==> src/rtl/fetch_controller.sv <==
// Instruction fetch controller: one outstanding memory request, a single-entry
// instruction holding register, redirect/squash handling and a sticky misalignment fault.
module fetch_controller #(
   parameter logic [31:0] RESET_VECTOR = 32'h0000_0000
) (
   input  logic        i_Clock,
   input  logic        i_Reset,
   output logic        o_MemReq,
   output logic [31:0] o_MemAddr,
   input  logic        i_MemGrant,
   input  logic        i_MemRespValid,
   input  logic [31:0] i_MemRespData,
   output logic        o_InstrValid,
   output logic [31:0] o_InstrData,
   output logic [31:0] o_InstrAddress,
   input  logic        i_InstrReady,
   input  logic        i_Redirect,
   input  logic [31:0] i_RedirectAddress,
   output logic        o_Fault
);

   typedef enum logic [2:0] {
      S_IDLE,
      S_REQ,
      S_WAIT,
      S_HOLD,
      S_SQUASH,
      S_FAULT
   } state_e;

   state_e      state_q, state_d;
   logic [31:0] pc_q, pc_d;
   logic [31:0] instr_data_q, instr_data_d;
   logic [31:0] instr_addr_q, instr_addr_d;
   logic        redirect_misaligned;

   assign redirect_misaligned = (i_RedirectAddress[1:0] != 2'b00);

   always_ff @(posedge i_Clock or posedge i_Reset) begin
      if (i_Reset) begin
         state_q      <= S_IDLE;
         pc_q         <= RESET_VECTOR;
         instr_data_q <= '0;
         instr_addr_q <= '0;
      end else begin
         state_q      <= state_d;
         pc_q         <= pc_d;
         instr_data_q <= instr_data_d;
         instr_addr_q <= instr_addr_d;
      end
   end

   always_comb begin
      state_d      = state_q;
      pc_d         = pc_q;
      instr_data_d = instr_data_q;
      instr_addr_d = instr_addr_q;

      if (i_Redirect && (state_q != S_FAULT)) begin
         pc_d = i_RedirectAddress;
         if (redirect_misaligned) begin
            state_d = S_FAULT;
         end else begin
            case (state_q)
               S_IDLE:   state_d = S_REQ;
               S_REQ:    state_d = i_MemGrant ? S_SQUASH : S_REQ;
               S_WAIT:   state_d = i_MemRespValid ? S_REQ : S_SQUASH;
               S_HOLD:   state_d = S_REQ;
               // A response landing with the redirect retires the squashed fetch;
               // waiting for another would never end.
               S_SQUASH: state_d = i_MemRespValid ? S_REQ : S_SQUASH;
               default:  state_d = S_IDLE;
            endcase
         end
      end else begin
         case (state_q)
            S_IDLE: state_d = S_REQ;
            S_REQ: begin
               if (i_MemGrant) state_d = S_WAIT;
            end
            S_WAIT: begin
               if (i_MemRespValid) begin
                  instr_data_d = i_MemRespData;
                  instr_addr_d = pc_q;
                  state_d      = S_HOLD;
               end
            end
            S_HOLD: begin
               if (i_InstrReady) begin
                  pc_d    = pc_q + 32'd4;
                  state_d = S_REQ;
               end
            end
            S_SQUASH: begin
               if (i_MemRespValid) state_d = S_REQ;
            end
            S_FAULT: state_d = S_FAULT;
            default: state_d = S_IDLE;
         endcase
      end
   end

   assign o_MemReq       = (state_q == S_REQ);
   assign o_MemAddr      = pc_q;
   assign o_InstrValid   = (state_q == S_HOLD);
   assign o_InstrData    = instr_data_q;
   assign o_InstrAddress = instr_addr_q;
   assign o_Fault        = (state_q == S_FAULT);

endmodule

==> config.mk <==
export PLATFORM = sky130hd
export DESIGN_NAME = fetch_controller
export DESIGN_NICKNAME = d
export VERILOG_FILES = /design/src/rtl/fetch_controller.sv
export SDC_FILE = /design/constraint.sdc
export NUM_CORES = 1
export LEC_CHECK = 0
export ABC_AREA = 0
export CAP_MARGIN = 30
export CORE_MARGIN = 2
export CORE_UTILIZATION = 25
export DETAILED_ROUTE_END_ITERATION = 10
export GPL_TIMING_DRIVEN = 0
export PLACE_DENSITY = 0.56
export RECOVER_POWER = 100
export SLEW_MARGIN = 40
export SYNTH_ARGS = -nofsm -noshare
export SYNTH_HDL_FRONTEND = slang
export SYNTH_SLANG_ARGS = --single-unit
==> constraint.sdc <==
create_clock -name i_Clock -period 3.75 [get_ports i_Clock]
set_clock_uncertainty 0.2 [all_clocks]
set_input_delay 0.375 -clock i_Clock [delete_from_list [all_inputs] [get_ports i_Clock]]
set_output_delay 0.375 -clock i_Clock [all_outputs]
set_load 0.005 [all_outputs]
-- After elaboration in Yosys (flattened, before gate mapping)
Cells that the tools add are included.
- reduce and logical (&&, ||, !) cells: 10
- bitwise gates (word level): 1
- multiplexer cells: 13
- eq/ne operators: 10
- $add $sub $neg: 1
- operator list (operator ; number):
    2-to-1 mux 32 bit ; 3
    adder 32 x 3 -> 32 bit, second input constant ; 1
    2-to-1 mux 3 bit ; 8
    one-hot mux 3 bit (6 select lines) ; 1
    inequality test 3 bit, second input constant ; 3
    one-hot mux 3 bit (3 select lines) ; 1
    == test 3 x 2 -> 1 bit, second input constant ; 2
    == test 3 bit, second input constant ; 2
    inequality test 3 x 1 -> 1 bit, second input constant ; 2
    nonzero test 2 bit ; 3
    AND reduction 4 bit ; 1
    OR reduction 2 bit ; 2
    == test 3 x 1 -> 1 bit, second input constant ; 1
    logical NOT 3 bit ; 1
    AND reduction 3 bit ; 1
    AND reduction 2 bit ; 1
    logical AND 1 bit ; 1
    NOT 1 bit ; 1
- input bits: 70
- output and inout bits: 99
- register bits: 99
- word-level logic and storage cells: 39

-- Depth between registers and ports, before layout
Gate-level depths: netlist of run 1.
- depth after elaboration: 5
- mapped depth: 7
- gate-level depth less buffers: 5

-- Worst setup path after synthesis of run 1
Ideal clock, no wire load.
- path kind: register to register
- start: register pc_q[13] (netlist: o_MemAddr[13])
- end: register pc_q[26] (netlist: o_MemAddr[26])
- required time: 3468 ps
- setup slack: 1606 ps
- clock period less this slack: 2144 ps
- arrival time: 1862 ps
- setup time: 82 ps
- path buffers: 1
- cell stages (with the launch flop): 6
- cells stage by stage: dfrtp_1 > nand4_2 > or4_1 > buf_2 > or4_1 > a31oi_1
- word-level cells in the longest chain between the ends: 4
- RTL lines (item ; RTL line ; RTL):
    start: declaration ; 32 ; logic [31:0] pc_q, pc_d;
    start signal: assignment ; 47 ; pc_q <= pc_d;
    adder 32 x 3 -> 32 bit ; 90 ; pc_d = pc_q + 32'd4;
    2-to-1 mux 32 bit ; 89 ; if (i_InstrReady) begin
    2-to-1 mux 32 bit ; 76 ; case (state_q)
    2-to-1 mux 32 bit ; 59 ; if (i_Redirect && (state_q != S_FAULT)) begin
No other way between the ends. The select of a mux whose other input is x is not followed.
A chain may end at the register's enable or synchronous reset.

-- Worst setup path in the final report of run 1
- start: input port i_InstrReady
- end: register pc_q[26] (netlist: o_MemAddr[26])
- word-level cells in the longest chain between the ends: 2
- RTL lines (item ; RTL line ; RTL):
    start: declaration ; 16 ; input logic i_InstrReady,
    nonzero test 2 bit (no source line) ; -- ;
    AND reduction 2 bit (no source line) ; -- ;
No other way between the ends.

==> impl_metrics.toml, run 1 <==
[run_status]
status = "finished, violations left"
violations = "max-capacitance violations, max-slew violations"

[placed_design]
post_dp_cell_area_sq_um = 6374
dpl.cell_count = 766
port_buffers = 168
gp_congestion = 0.7657
dp_slack_ps = 827.1
post-dp-hpwl_mm = 9.245

[detailed_routing]
viasPerCell = 4.734
drc = 0
drt_iter0_drc = 130
wirelength_mm = 12.65
via_count = 3702
postRouteAntennaNets = 0
wl_per_cell_um = 16.17
firstDrtPassIters = 4

[yosys]
synth_top_area_share_pct = 56.62
seq_area_frac_synth_pct = 56.62
yosys.area_share.simple_pct = 14.15
synth_top_family_by_area = "multiplexers"
synth_fa_ha_area_share_pct = 0.2860
yosysUniqueCellTypes = 36
synth_nets = 443
synth_compound_area_share_pct = 7.892
netlist_instances = 372
synth_area_per_cell_sq_um = 11.76
synth-seq-cells = 99
synthTopCellsByArea = "dfrtp_1 (57%), mux2_2 (16%), nand2_1 (2.6%)"
synthMuxAreaShare_pct = 16.70
ys_warn_count = 0
syn-cell-area_sq_um = 4375
synth_xor_area_share_pct = 1.802
synth_top_area_cell = "dfrtp_1"

[clock_tree]
clock_latency_ps = 350
h-tree-depth = 3
clk_pin_slew_ps = 70
cts_max_path_buffers = 2
cts_tree = "yes"
cts_resized = 0
hold_buffers = 0
numCtsBuffers = 9
cts-root-buf = "clkbuf_16"
cts.sink_count = 99
cts_setup_buffers = 0

[worst_setup_path]
max_stage_delay_ps = 640
r2r_slack_ps = 1050
critPathKind = "input pin to flop"
r2r_end = "o_MemAddr[26]"
path_cells = "dlygate4sd3_1 -> and4b_1 -> clkbuf_1 -> nand4_1 -> or4_1 -> a31oi_1"
crit_path_start_kind = "input pin"
reg2reg_from = "state_q[2]"
cp_data_required_time_ps = 3830
reg2reg_depth = 5
cp_max_fo = 10
crit_path_end_kind = "flop"
arrival_ps = 2940
cp_slowest_cell = "or4_1"

[power_and_ir_drop]
p_int_mw = 2.828
comb_power_share_pct = 36.0
p_leak_nw = 3.028
power_density_nw_per_um2 = 634.7
sw_frac_of_total_pct = 32.82
power_switching_mw = 1.382
clockPowerShare_pct = 20.8
ir_drop_v = 0.0002187
seq_power_share_pct = 43.2
finalPower_mw = 4.210

[sta]
tightest_slew_ps = 2170
fmax_mhz = 349.0
fin_tns_setup_ps = 0
fin_ws_ps = 884.7
finalCriticalPeriod_ps = 2865
slew_viol_final = 46
hold_viol = 0
slew_headroom_pct = -45.49
period_share_pct = 76.41
fin_hold_ws_ps = 295.0
setup_violations = 0
rsz0062_at_grt = "no"

[floorplan]
coreArea_sq_um = 17180
die_w_um = 136.3
rows = 48
dieArea_sq_um = 18580
initial_core_util_pct = 25.47
ios = 169
dieHeight_um = 136.3

[hold_path]
min_path_cells = 2
holdCritPathClass = "flop to flop"
whs_endpoint = "o_MemAddr[1]"
min_from = "o_MemAddr[1]"

[finish]
seqCellArea_sq_um = 2477
multi_input_area_sq_um = 1780
fin_util_pct = 38.61
diodes = 0
instances_no_fill = 782
nets = 623
fillers = 1706
design_area_sq_um = 6633
area_delta_synth_final_pct = 51.59
drive_above_1_share_pct = 14.90

[run]
cap_viol_max_count = 1

[global_route]
grt_pass1_wl_mm = 19.44
grt-ovfl-total = 0
grtUsageTotal_pct = 13.69
grt_pass1_vias = 3660
grt_max_degree = 55
antenna_found_initial = 0
==> placed cells by master (no fill, tap or decap), types with 4 or more instances in the layout <==
cell type,Yosys,layout
or4_1,15,15
nand4_1,7,8
nand2_1,30,30
a31oi_1,17,17
o31ai_1,10,10
and3_1,4,4
mux2_2,64,64
xor2_1,7,7
nand3_1,16,16
inv_1,8,7
o21ai_0,19,19
o211ai_1,4,4
and4_1,4,4
nor2_1,19,19
clkbuf_1,17,20
dlygate4sd3_1,0,101
clkbuf_16,0,9
clkdlybuf4s50_1,0,67
dfrtp_1,99,99
or3_1,7,7
==> registers in the layout, indices dropped and copies added, names as in the netlist <==
register	count
state_q	3
o_MemAddr	32
o_InstrData	32
o_InstrAddress	32
==> power by group through the flow <==
stage | sequential [mW] | clock (mW) | combinational [mW]
floorplan | 1.80 | 0 | 0.617
global placement | 1.83 | 0 | 1.65
detailed placement | 1.86 | 0 | 1.68
CTS | 1.85 | 0.913 | 1.69
global route | 1.89 | 0.958 | 1.68
finish | 1.82 | 0.874 | 1.52
==> area by class of cell <==
| type | count | share of cell area [%] |
|---|---|---|
| buffer | 20 | 1.207 |
| clock buffer | 12 | 3.716 |
| clock inverter | 4 | 0.3962 |
| inverter | 8 | 0.4716 |
| multi-input combinational | 245 | 26.84 |
| sequential | 99 | 37.35 |
| tap | 225 | 4.244 |
| timing repair buffer | 169 | 25.77 |
==> critical path, delay by kind of cell <==
kind / cells / cell delay (ps)
and+or+nand+nor: 3 / 1440
buffers and inverters: 2 / 960
AOI/OAI and AO/OA: 1 / 170
==> cell usage after synthesis <==
cell type,n
dfrtp_1,99
mux2_2,64
nand2_1,30
nor2_1,19
o21ai_0,19
a31oi_1,17
clkbuf_1,17
nand3_1,16
or4_1,15
o31ai_1,10
inv_1,8
nand4_1,7
or3_1,7
xor2_1,7
and3_1,4
and4_1,4
o211ai_1,4
and2_1,3
buf_2,2
nand3b_1,2
nor3_1,2
xnor2_1,2
a21boi_0,1
a21oi_1,1
a311oi_1,1
and2_0,1
and4b_1,1
buf_4,1
ha_1,1
mux2i_1,1
nand4_2,1
nor2b_1,1
nor3b_1,1
o311ai_0,1
o32ai_1,1
or3b_2,1
==> worst max-delay path by stage <==
stage	start	to	slack (ps)	cells past startpoint
after floorplan	i_Reset	o_InstrAddress[0]	580	1
after global placement	i_Reset	o_InstrAddress[5]	-1040	2
after detailed placement	i_InstrReady	o_MemAddr[28]	830	6
after CTS	state_q[0]	o_InstrAddress[20]	1160	5
after global routing	i_InstrReady	o_MemAddr[26]	790	6
final	i_InstrReady	o_MemAddr[26]	880	6
==> kinds of logic (layout without fill, tap and decap cells) <==
kind of cell               count (synthesis)  after routing
and+or+nand+nor                          115            115
DFF                                       99             99
muxes                                     65             65
AOI/OAI and AO/OA                         55             55
buffers and inverters                     28            213
xor gates and xnor gates                   9              9
adders and majority gates                  1              1
==> layer usage <==
metal  track usage (%)  vias to the layer above  part of all wire (%)
li1                  -                     1726                     -
met4             5.208                        0                   1.7
met1             16.86                     1819                    43
met5                 0                        -                     0
met3             4.288                       17                   7.0
met2             22.42                      140                    48
Note: power is estimated with default switching activity, not from simulation.
==> run 2, diff against run 1 <==
Settings changed: PLACE_DENSITY 0.56 to 0.57.
Clock period 3.75 ns to 2.4 ns, I/O delays scaled along.
==> run 2 against run 1 <==
Sequential power up 58%. Clock power up 73%. Largest power group unchanged. Utilization up 0.82 points. Cell count up 1.3%. Register-to-register slack worse by 930 ps. The flow now finishes without violations. Die area unchanged.
==> impl_metrics.toml, run 2 (same netlist as run 1, synthesis figures left out) <==
[power_and_ir_drop]
p_leak_nw = 3.098
power_density_nw_per_um2 = 1014
finalPower_mw = 6.871
ir_drop_v = 0.0003776

[clock_tree]
cts_tree = "yes"
clock_latency_ps = 350
cts.sink_count = 99
cts-root-buf = "clkbuf_16"
clk_pin_slew_ps = 70
h-tree-depth = 3
numCtsBuffers = 9
cts_max_path_buffers = 2

[placed_design]
gp_congestion = 0.7830
post-dp-hpwl_mm = 9.591
dp_slack_ps = -384.7
port_buffers = 168
post_dp_cell_area_sq_um = 6430

[sta]
fmax_mhz = 439.4
fin_ws_ps = 124.1
tightest_slew_ps = 646.6
slew_viol_final = 0
period_share_pct = 94.83
hold_viol = 0
finalCriticalPeriod_ps = 2276
setup_violations = 0
slew_headroom_pct = 56.89

[floorplan]
coreArea_sq_um = 17180
rows = 48
dieHeight_um = 136.3
die_w_um = 136.3
initial_core_util_pct = 25.47
dieArea_sq_um = 18580
ios = 169

[worst_setup_path]
arrival_ps = 2340
cp_data_required_time_ps = 2460
reg2reg_depth = 5
cp_max_fo = 9
crit_path_start_kind = "flop"
critPathKind = "flop to flop"
crit_path_end_kind = "flop"

[finish]
nets = 635
layout_common_cells = "clkdlybuf4s50_1 (99), dfrtp_1 (95), dlygate4sd3_1 (70), mux2_2 (64), nand2_1 (30)"
diodes = 0
design_area_sq_um = 6774
area_delta_synth_final_pct = 54.82
drive_above_1_share_pct = 18.52
layout_commonest_cell = "clkdlybuf4s50_1"

[global_route]
grtUsageTotal_pct = 14.35
grt-ovfl-total = 0
grt_max_degree = 26
antenna_found_initial = 0
grt_pass1_vias = 3867
grt_pass1_wl_mm = 20.64

[run_status]
status = "finished, final reports clean"

[run]
cap_viol_max_count = 0

[detailed_routing]
viasPerCell = 4.687
drt_iter0_drc = 127
postRouteAntennaNets = 0
wl_per_cell_um = 16.35
wirelength_mm = 12.95
firstDrtPassIters = 4
drc = 0
via_count = 3712

[hold_path]
holdCritPathClass = "input pin to flop"
min_path_cells = 3
## run 2: cell count changes in the layout (fill, tap and decap cells not counted), sizes merged
cell,change
clkinv,-2
clkdlybuf4s50,+32
clkbuf,+1
bufinv,+2
dlygate4sd3,-31
clkinvlp,-1
buf,+9
## run 2: routing by layer
metal	wire length (um)	up-vias	GRT usage, %
li1	-	1747	-
met4	171	0	4.745
met5	0	-	0
met1	5770	1829	18.07
met3	895	11	3.766
met2	6110	125	23.93
## run 2: critical path: stages, from the launching register on
cell and delay (ps):
dfrtp_2 440, nand4_4 130, or4_1 540, clkbuf_4 190
or4_1 510, a31oi_1 180
## run 2: final timing paths
path | startpoint | slack [ps] | endpoint
setup reg to reg | o_MemAddr[13] | 120 | o_MemAddr[30]
hold reg to reg | o_InstrData[13] | 300 | o_InstrData[13]
min in group asynchronous | i_Reset | 710 | o_InstrData[3]
max in group asynchronous | i_Reset | 270 | o_MemAddr[16]
setup / recovery | o_MemAddr[13] | 120 | o_MemAddr[30]
hold / removal | i_RedirectAddress[13] | 240 | o_MemAddr[13]
## run 2: area by class of cell
type                            count  area (sq um)
Buffer                             20         91.34
Clock buffer                       11         232.7
Clock inverter                      3         65.06
Fill cell                        1682         10400
Inverter                            8         31.28
Multi-Input combinational cell    245          1800
Sequential cell                    99          2482
Tap cell                          225         281.5
Timing Repair Buffer              181          1789
## run 2: report_power, final
| group | total, mW | switching, mW | internal (mW) |
|---|---|---|---|
| Clock | 1.51 | 0.609 | 0.902 |
| Combinational | 2.49 | 0.964 | 1.53 |
| Sequential | 2.87 | 0.590 | 2.28 |
## run 2: repair_timing
| action | 4_1_cts | 5_1_grt |
|---|---|---|
| setup endpoints to repair | 69 | 55 |
| endpoints found under the hold margin | 8 | 0 |
| setup buffers | 6 | 2 |
| pin swaps | 3 | 2 |
| gates resized for setup | 2 | 16 |
| cloned | 0 | 0 |
| hold buffers | 1 | 0 |
## run 2: stage by stage
| stage | hold slack, ps | setup TNS [ps] | util (%) | instances |
|---|---|---|---|---|
| after floorplan | 110.8 | 0 | - | 372 |
| after global placement | 284.7 | -36670 | 36.92 | 765 |
| after detailed placement | 292.1 | -12790 | 37.43 | 769 |
| after CTS | 224.6 | 0 | 39.53 | 790 |
| after global routing | 264.0 | -0.09837 | 39.44 | 792 |
| final | 243.3 | 0 | 39.44 | 792 |
==> run 3, diff against run 2 <==
Settings changed: SLEW_MARGIN 40 to 20.
==> run 3 against run 2 <==
Highest routed layer unchanged. Critical path type is now flop to output pin. Clock power shrank 5%. Critical path depth is 1 lower. Largest cell class unchanged. Power is 1.4% lower. Via count rose by 0.57%.
==> impl_metrics.toml, run 3 (same netlist as run 1, synthesis figures left out) <==
[global_route]
grtUsageTotal_pct = 14.22
grt_pass1_vias = 3854
grt_max_degree = 34
grt_pass1_wl_mm = 20.42
antenna_found_initial = 0
grt-ovfl-total = 0

[worst_setup_path]
path_cells = "clkbuf_1 -> inv_1 -> and3_1 -> clkdlybuf4s50_1"
crit_family = "buffers and inverters"
critPathKind = "flop to output pin"
crit_path_end_kind = "output pin"
max_stage_delay_ps = 500
cp_slowest_cell = "clkdlybuf4s50_1"
path_buf_inv = 3
cp_max_fo = 10
cp_data_required_time_ps = 1960
arrival_ps = 1800
r2r_slack_ps = 160
crit_path_start_kind = "flop"

[placed_design]
port_buffers = 168
gp_congestion = 0.7830
post-dp-hpwl_mm = 9.509
dp_slack_ps = -389.3

[floorplan]
dieArea_sq_um = 18580
rows = 48
coreArea_sq_um = 17180
ios = 169
die_w_um = 136.3
initial_core_util_pct = 25.47
dieHeight_um = 136.3

[sta]
period_share_pct = 93.13
finalCriticalPeriod_ps = 2235
hold_viol = 0
rsz0062_at_grt = "no"
setup_violations = 0
fmax_mhz = 447.4
slew_viol_final = 0
tightest_slew_ps = 823.4
fin_tns_setup_ps = 0
slew_headroom_pct = 45.11
fin_ws_ps = 165.0

[finish]
nets = 639
layout_common_cells = "dlygate4sd3_1 (95), dfrtp_1 (95), clkdlybuf4s50_1 (74), mux2_2 (64), nand2_1 (30)"
drive_above_1_share_pct = 19.20
area_delta_synth_final_pct = 55.33
fin_util_pct = 39.57
diodes = 0

[detailed_routing]
drc = 0
wl_per_cell_um = 16.25
viasPerCell = 4.678
via_count = 3733
wirelength_mm = 12.97
postRouteAntennaNets = 0
firstDrtPassIters = 4
drt_iter0_drc = 147

[clock_tree]
cts_tree = "yes"
cts.sink_count = 99
clock_latency_ps = 340
cts-root-buf = "clkbuf_16"
clk_pin_slew_ps = 70
h-tree-depth = 3
numCtsBuffers = 9
cts_max_path_buffers = 2

[power_and_ir_drop]
ir_drop_v = 0.0004158
p_leak_nw = 3.118
power_density_nw_per_um2 = 997.1
finalPower_mw = 6.777

[run]
cap_viol_max_count = 0

[run_status]
status = "finished, final reports clean"

[hold_path]
holdCritPathClass = "input pin to flop"
run 3: cell types whose count changed in the layout (fill, tap and decap cells not counted), sizes merged:
cell and delta:
clkdlybuf4s50 -25, dlygate4sd3 +25, bufinv -1, clkbuf +2, buf +5
run 3: routing by layer:
metal	track usage, %	up-vias	wire [um]	part of all wire, %
met5	0	-	0	0
met4	3.299	0	106	0.82
met3	4.549	10	908	7.0
met2	23.42	124	6167	48
met1	18.20	1835	5786	45
li1	-	1764	-	-
run 3: where the power goes:
part	total (mW)	switching, mW	internal [mW]
registers	2.85	0.570	2.28
logic	2.49	0.991	1.50
clock network	1.44	0.601	0.837
run 3: worst paths after layout:
path	startpoint	to	depth (start not counted)
worst max-delay path	state_q[2]	o_InstrValid	4
worst min-delay path	i_RedirectAddress[18]	o_MemAddr[18]	3
worst max register to register	o_MemAddr[15]	o_MemAddr[27]	5
worst min register to register	o_InstrData[23]	o_InstrData[23]	1
max in group asynchronous	i_Reset	o_MemAddr[13]	4
min in group asynchronous	i_Reset	o_InstrData[3]	3
run 3: area by class of cell:
cell class,count,area [sq um]
Multi-Input combinational cell,245,1800
Fill cell,1674,10380
Inverter,8,31.28
Sequential cell,99,2482
Clock inverter,2,35.03
Tap cell,225,281.5
Clock buffer,14,254.0
Timing Repair Buffer,185,1822
Buffer,20,90.09
run 3: through the flow:
stage / cells / instance area, sq um / hold WS, ps
floorplan: 372 / 4379 / 110.8
finish: 798 / 6797 / 253.7
global placement: 765 / 6342 / 284.7
detailed placement: 768 / 6402 / 291.3
CTS: 791 / 6756 / 232.4
global route: 798 / 6797 / 257.3
run 3: timing repair:
action | 4_1_cts | 5_1_grt
pin swaps | 3 | 1
setup buffers | 6 | 7
hold buffers | 1 | 0
endpoints found under the setup margin | 69 | 30
gates cloned | 0 | 0
endpoints found under the hold margin | 4 | 0
resized for setup | 5 | 11
run 3: worst reg2reg max path: stages, from the launching register on:
cell     delay (ps)
dfrtp_2         440
nand4_4         130
or4_1           520
buf_2           180
or4_1           500
a31oi_1         190
